### src/rtl/cpu_pkg.sv
// Shared core types: decoded operation codes, memory-request FSM states
// and small helpers that classify memory operations.
// The ERR state exists only when MISALIGN_CHECK_EN is defined.
package cpu_pkg;

  // Decoded operation of the instruction currently held for decode
  typedef enum logic [5:0] {
    CU_ERROR,
    CU_ADD,  CU_SUB,  CU_AND,  CU_OR,   CU_XOR,
    CU_SLL,  CU_SRL,  CU_SRA,  CU_SLT,  CU_SLTU,
    CU_ADDI, CU_ANDI, CU_ORI,  CU_XORI,
    CU_SLLI, CU_SRLI, CU_SRAI, CU_SLTI, CU_SLTIU,
    CU_LUI,  CU_AUIPC, CU_JAL, CU_JALR,
    CU_BEQ,  CU_BNE,  CU_BLT,  CU_BGE,  CU_BLTU, CU_BGEU,
    CU_LB,   CU_LH,   CU_LW,   CU_LBU,  CU_LHU,
    CU_SB,   CU_SH,   CU_SW
  } cuOPType;

  // Bus sequencing states
`ifdef MISALIGN_CHECK_EN
  typedef enum logic [2:0] {
    FETCH,
    DECODE,
    DATA,
    DONE,
    ERR
  } reqState;
`else
  typedef enum logic [1:0] {
    FETCH,
    DECODE,
    DATA,
    DONE
  } reqState;
`endif

  // Width of a data access
  typedef enum logic [1:0] {
    SZ_BYTE,
    SZ_HALF,
    SZ_WORD
  } accSize;

  localparam logic [3:0]  SEL_ALL  = 4'b1111;
  localparam logic [3:0]  SEL_NONE = 4'b0000;
  localparam logic [31:0] WORD_ZERO = 32'h0000_0000;

  function automatic logic is_load_op(cuOPType op);
    return (op == CU_LB) || (op == CU_LH) || (op == CU_LW) ||
           (op == CU_LBU) || (op == CU_LHU);
  endfunction

  function automatic logic is_store_op(cuOPType op);
    return (op == CU_SB) || (op == CU_SH) || (op == CU_SW);
  endfunction

  function automatic accSize op_size(cuOPType op);
    case (op)
      CU_LB, CU_LBU, CU_SB: return SZ_BYTE;
      CU_LH, CU_LHU, CU_SH: return SZ_HALF;
      default:              return SZ_WORD;
    endcase
  endfunction

endpackage

### src/rtl/load_store_align.sv
// Combinational byte-lane logic for data accesses: lane enables, store
// data replication across lanes and load lane extraction with sign or
// zero extension.
module load_store_align
  import cpu_pkg::*;
(
  input  cuOPType     op,
  input  logic [1:0]  addr_lo,
  input  logic [31:0] store_data,
  input  logic [31:0] rd_data,
  output logic [3:0]  sel,
  output logic [31:0] wr_data,
  output logic [31:0] ld_data
);

  accSize             acc_size;
  logic signed [7:0]  lane_byte;
  logic signed [15:0] lane_half;
  logic signed [31:0] byte_sx;
  logic signed [31:0] half_sx;

  assign acc_size = op_size(op);

  // Lane enables; misaligned halves/words simply truncate the address
  always_comb begin
    sel = SEL_ALL;
    case (acc_size)
      SZ_BYTE: sel = 4'b0001 << addr_lo;
      SZ_HALF: sel = addr_lo[1] ? 4'b1100 : 4'b0011;
      default: sel = SEL_ALL;
    endcase
  end

  // Replicate narrow store data so every enabled lane sees the right bits
  always_comb begin
    wr_data = store_data;
    case (acc_size)
      SZ_BYTE: wr_data = {4{store_data[7:0]}};
      SZ_HALF: wr_data = {2{store_data[15:0]}};
      default: wr_data = store_data;
    endcase
  end

  // Pick the addressed lane out of the read word and extend it
  always_comb begin
    case (addr_lo)
      2'd0:    lane_byte = rd_data[7:0];
      2'd1:    lane_byte = rd_data[15:8];
      2'd2:    lane_byte = rd_data[23:16];
      default: lane_byte = rd_data[31:24];
    endcase
    lane_half = addr_lo[1] ? rd_data[31:16] : rd_data[15:0];
    byte_sx   = 32'(lane_byte);
    half_sx   = 32'(lane_half);
    case (op)
      CU_LB:   ld_data = byte_sx;
      CU_LBU:  ld_data = {24'h000000, lane_byte};
      CU_LH:   ld_data = half_sx;
      CU_LHU:  ld_data = {16'h0000, lane_half};
      default: ld_data = rd_data;
    endcase
  end

endmodule

### src/rtl/mem_request_unit.sv
// Shares the single memory bus between instruction fetch and one data
// access per instruction, then emits the one-cycle iready commit strobe.
// Optional feature: MISALIGN_CHECK_EN adds misalignment detection, the
// sticky ERR state and the err output.
module mem_request_unit
  import cpu_pkg::*;
(
  input  logic        clk,
  input  logic        rst,
  input  logic [31:0] PCaddr,
  input  cuOPType     cuOP,
  input  logic [31:0] dataAddr,
  input  logic [31:0] storeData,
  output logic [31:0] instr,
  output logic        iready,
  output logic        dready,
  output logic [31:0] loadData,
  input  logic        busy_i,
  input  logic [31:0] dat_i,
  output logic        mem_read,
  output logic        mem_write,
  output logic [31:0] adr_o,
  output logic [31:0] dat_o,
  output logic [3:0]  sel_o
`ifdef MISALIGN_CHECK_EN
  ,
  output logic        err
`endif
);

  reqState     state;
  reqState     state_nxt;
  logic        is_ld;
  logic        is_st;
  logic        is_mem;
  logic        misaligned;
  logic [3:0]  lane_sel;
  logic [31:0] st_data;
  logic [31:0] ld_extract;

  assign is_ld  = is_load_op(cuOP);
  assign is_st  = is_store_op(cuOP);
  assign is_mem = is_ld || is_st;

`ifdef MISALIGN_CHECK_EN
  accSize acc_size;
  assign acc_size   = op_size(cuOP);
  assign misaligned = is_mem &&
                      (((acc_size == SZ_HALF) && dataAddr[0]) ||
                       ((acc_size == SZ_WORD) && (dataAddr[1:0] != 2'b00)));
  assign err        = (state == ERR);
`else
  assign misaligned = 1'b0;
`endif

  load_store_align u_align (
    .op         (cuOP),
    .addr_lo    (dataAddr[1:0]),
    .store_data (storeData),
    .rd_data    (dat_i),
    .sel        (lane_sel),
    .wr_data    (st_data),
    .ld_data    (ld_extract)
  );

  // State register; reset abandons any in-flight request
  always_ff @(posedge clk) begin
    if (rst) begin
      state <= FETCH;
    end else begin
      state <= state_nxt;
    end
  end

  // Next-state: each bus state waits for the first non-busy cycle
  always_comb begin
    state_nxt = state;
    case (state)
      FETCH:  if (!busy_i) state_nxt = DECODE;
      DECODE: begin
`ifdef MISALIGN_CHECK_EN
        if (misaligned)  state_nxt = ERR;
        else
`endif
        if (is_mem)      state_nxt = DATA;
        else             state_nxt = FETCH;
      end
      DATA:   if (!busy_i) state_nxt = DONE;
      DONE:   state_nxt = FETCH;
`ifdef MISALIGN_CHECK_EN
      ERR:    state_nxt = ERR;
`endif
      default: state_nxt = FETCH;
    endcase
  end

  // Bus strobes and commit strobes decoded from the current state
  always_comb begin
    mem_read  = 1'b0;
    mem_write = 1'b0;
    adr_o     = WORD_ZERO;
    sel_o     = SEL_NONE;
    dat_o     = WORD_ZERO;
    iready    = 1'b0;
    dready    = 1'b0;
    case (state)
      FETCH: begin
        mem_read = 1'b1;
        adr_o    = PCaddr;
        sel_o    = SEL_ALL;
      end
      DECODE: begin
        // misaligned ops are memory ops, so they never commit here
        iready = !is_mem && !misaligned;
      end
      DATA: begin
        mem_read  = is_ld;
        mem_write = is_st;
        adr_o     = {dataAddr[31:2], 2'b00};
        sel_o     = lane_sel;
        dat_o     = is_st ? st_data : WORD_ZERO;
      end
      DONE: begin
        iready = 1'b1;
        dready = is_ld;
      end
      default: ;
    endcase
  end

  // Instruction and load result registers, written on completing cycles
  always_ff @(posedge clk) begin
    if (rst) begin
      instr    <= WORD_ZERO;
      loadData <= WORD_ZERO;
    end else begin
      if ((state == FETCH) && !busy_i) begin
        instr <= dat_i;
      end
      if ((state == DATA) && !busy_i && is_ld) begin
        loadData <= ld_extract;
      end
    end
  end

endmodule

### config.mk
export PLATFORM = sky130hd
export DESIGN_NAME = mem_request_unit
export DESIGN_NICKNAME = d
export VERILOG_FILES = /design/src/rtl/cpu_pkg.sv /design/src/rtl/load_store_align.sv /design/src/rtl/mem_request_unit.sv
export SDC_FILE = /design/constraint.sdc
export NUM_CORES = 1
export LEC_CHECK = 0
export CORE_UTILIZATION = 36
export DETAILED_ROUTE_END_ITERATION = 8
export PLACE_DENSITY = 0.8
export SLEW_MARGIN = 10
export SYNTH_ARGS = -nofsm -noshare
export SYNTH_HDL_FRONTEND = slang
export SYNTH_SLANG_ARGS = --single-unit
### constraint.sdc
create_clock -name clk -period 2.5 [get_ports clk]
set_input_delay 0.5 -clock clk [delete_from_list [all_inputs] [get_ports clk]]
set_output_delay 0.5 -clock clk [all_outputs]
set_load 0.1 [all_outputs]
==> impl_metrics.tcl <==
set metrics [dict create \
    outcome "finished with violations" \
    failed_checks "setup timing" \
    clk_pin_slew_ns 0.07 \
    drtIter0Drc 365 \
    synthCells 525 \
    yosys.area_share.simple_pct 27.8 \
    slew_headroom_pct 54.0 \
    synth_top_area_share_pct 33.6 \
    synth_top_area_cell "dfxtp_1" \
    cpPeakStageDelay_ns 0.33 \
    crit_buf_inv 5 \
    p_per_area_nw_per_um2 403 \
    tightest_slew_ns 0.690 \
    num_io_pins 273 \
    muxShareOfSynthArea_pct 15.0 \
    place.gp.congestion 0.913 \
    clockBufferDepth 2 \
    max_freq_mhz 371 \
    dpl.hpwl_mm 13.9 \
    cts-root-buf "clkbuf_8" \
    pre_cts_ws_ns -0.511 \
    seq_power_share_pct 30.5 \
    setup_violations 27 \
    synth_seq_area_share_pct 33.6 \
    synth-adder-area-share_pct 0 \
    intPower_mw 2.18 \
    grt_use_total_pct 32.4 \
    finalInstanceArea_um2 8960 \
    path_class "in -> out" \
    synth-seq-cells 66 \
    crit_fanout 6 \
    die_w_um 107 \
    die_y_um 107 \
    finalSetupTns_ns -1.89 \
    avgSynthCellArea_um2 7.49 \
    die_area_um2 11300 \
    initial_utilization_pct 37.6 \
    critPathMostFrequentCell "buf_6" \
    switching_share_pct 39.8 \
    antenna-diode-count 0 \
    synth_cell_type_count 44 \
    antenna_found_initial 0 \
    first_global_vias 5381 \
    vdd.ir_drop.worst_mv 0.345 \
    synth_async_sr_flop_share_pct 0 \
    drive_gt1_share_pct 43.3 \
    cts_tree "built" \
    cp.arrival_ns 2.19 \
    p_total_mw 3.62 \
    cts.sinks 66 \
    multi_input_area_um2 3210 \
    final_common_cell "clkdlybuf4s50_1" \
    placed_area_um2 8260 \
    synth_fp_nets 662 \
    clock_skew_ns 0.00562 \
    pwr-share-clk_pct 25.4 \
    synth.area.top_cells "dfxtp_1 34%, nand2_1 12%, mux2i_1 10%" \
    ys.flop_type "dfxtp_1" \
    n_fill_cell 562 \
    fp-row-count 37 \
    min_path_type "reg -> reg" \
    wire_per_inst_um 20.9 \
    ys_warn_count 0 \
    drt_wl_total_mm 20.5 \
    final_cell_mix "129 x clkdlybuf4s50_1, 111 x buf_4, 109 x nand2_1" \
    grt_overflow 0 \
    post-route-period-util_pct 108 \
    dr.pass1.iters 5 \
    synthesis.area_um2 3930 \
    seqCellArea_um2 1320 \
    switchingPower_mw 1.44 \
    end_kind "primary output" \
    grt_max_degree 67 \
    cp_top_family "buffers and inverters" \
    final_nets 974 \
    cts_buffers 9 \
    drv_slew 0 \
    timing.final.ws_setup_ns -0.195 \
    htree_levels 3 \
    final-hold-violation-count 0 \
    grt_pass1_wl_mm 28.4 \
    antenna_left 0 \
    clock_latency_ns 0.35 \
    min_period_ns 2.69 \
    vias 5434 \
    crit_path_cell_trace "buf_8, buf_6, buf_6, nand4b_1, a2bb2oi_4, buf_6, o22ai_2, nor3_4, buf_12" \
    startpoint_type "input pin" \
    drc_errors 0 \
    place.port_buffers 272 \
    synth_top_family_by_area "simple AND/OR/NAND/NOR gates" \
    cp.required_ns 2.00 \
    combPwrFrac_pct 44.2 \
    rsz0062_at_grt "true" \
    routed_via_density 5.56 \
    synth_compound_area_share_pct 18.2 \
    cp_slowest_cell "nor3_4" \
    cap_violations 0 \
    synth_xor_area_share_pct 0.223 \
    areaGrowthSynthToFinish_pct 128 \
    synth_edf_count 0 \
    core_area_um2 10500 \
    p_leak_nw 3.52 \
]
cells in the mapped netlist (3+ instances only):
cell type / n
mux4_2: 8
clkbuf_1: 36
mux2i_1: 41
and2_1: 11
nand2_1: 123
nor3b_1: 3
buf_2: 4
a21oi_1: 45
dfxtp_1: 66
a211oi_1: 24
o22ai_1: 11
nand2b_1: 4
inv_1: 4
nor2_1: 83
a221oi_1: 8
nor3_1: 12
nor2b_1: 3
a311oi_1: 7
per-stage QoR:
step / utilization (%) / cells / hold slack [ns]
after global placement: 78.9 / 946 / 0.444
after CTS: 83.7 / 975 / 0.460
after global routing: 85.7 / 978 / 0.488
after detailed placement: 78.9 / 946 / 0.450
final: 85.7 / 978 / 0.459
after floorplan: - / 525 / 0.577
power groups by stage:
stage                     combinational (mW)  clock (mW)  sequential, mW
final                                   1.60       0.917            1.10
after CTS                               1.54       0.925            1.10
after detailed placement                1.49           0            1.13
after floorplan                        0.647           0            1.34
after global routing                    1.64       0.972            1.11
after global placement                  1.47           0            1.12
sequential cells by signal, indices dropped and copies added (netlist names), named ones only:
| name | cells |
|---|---|
| instr | 32 |
| loadData | 32 |
| state | 1 |
worst register-to-register path, cell delays in order (launching register included):
cell and delay (ns):
dfxtp_2 0.35, buf_12 0.28, nand2b_1 0.12, or3_1 0.48, a221oi_1 0.33, a211oi_1 0.12
cells by family (layout without fill, tap and decap cells):
kind of cell | Yosys count | in the layout
AND/OR/NAND/NOR | 252 | 252
flip-flops | 66 | 66
XOR/XNOR | 1 | 1
AO/OA/AOI/OAI | 108 | 108
buffers and inverters | 49 | 366
multiplexers | 49 | 49
worst paths after layout:
path | from | to | slack, ns | cells after the start
worst min-delay path | instr[3] | instr[3] | 0.46 | 2
worst max-delay path | cuOP[3] | dat_o[29] | -0.19 | 9
worst min register to register | instr[3] | instr[3] | 0.46 | 2
worst max register to register | flip-flop | loadData[7] | 0.69 | 5
what timing repair did:
action                     CTS  global route
hold buffers                 0             0
pin swaps                   22            21
resized for setup           67            46
buffers inserted            11             4
setup endpoints to repair   40            28
gates cloned                 2             0
area by class of cell:
cell class                 instances  share of cell area, %
sequential                        66                   14.8
timing repair buffer             346                   45.1
multi-input combinational        410                   35.8
tap                              136                   1.90
clock inverter                     6                  0.726
inverter                           4                  0.209
clock buffer                      10                   1.54
per-layer routing:
metal	up-vias	GRT usage (%)	part of all wire, %
li1	2452	-	-
met1	2592	35.1	36
met2	317	59.2	51
met3	73	8.58	8.5
met4	0	13.6	4.6
met5	-	0	0
(Power assumes the default switching activity.)
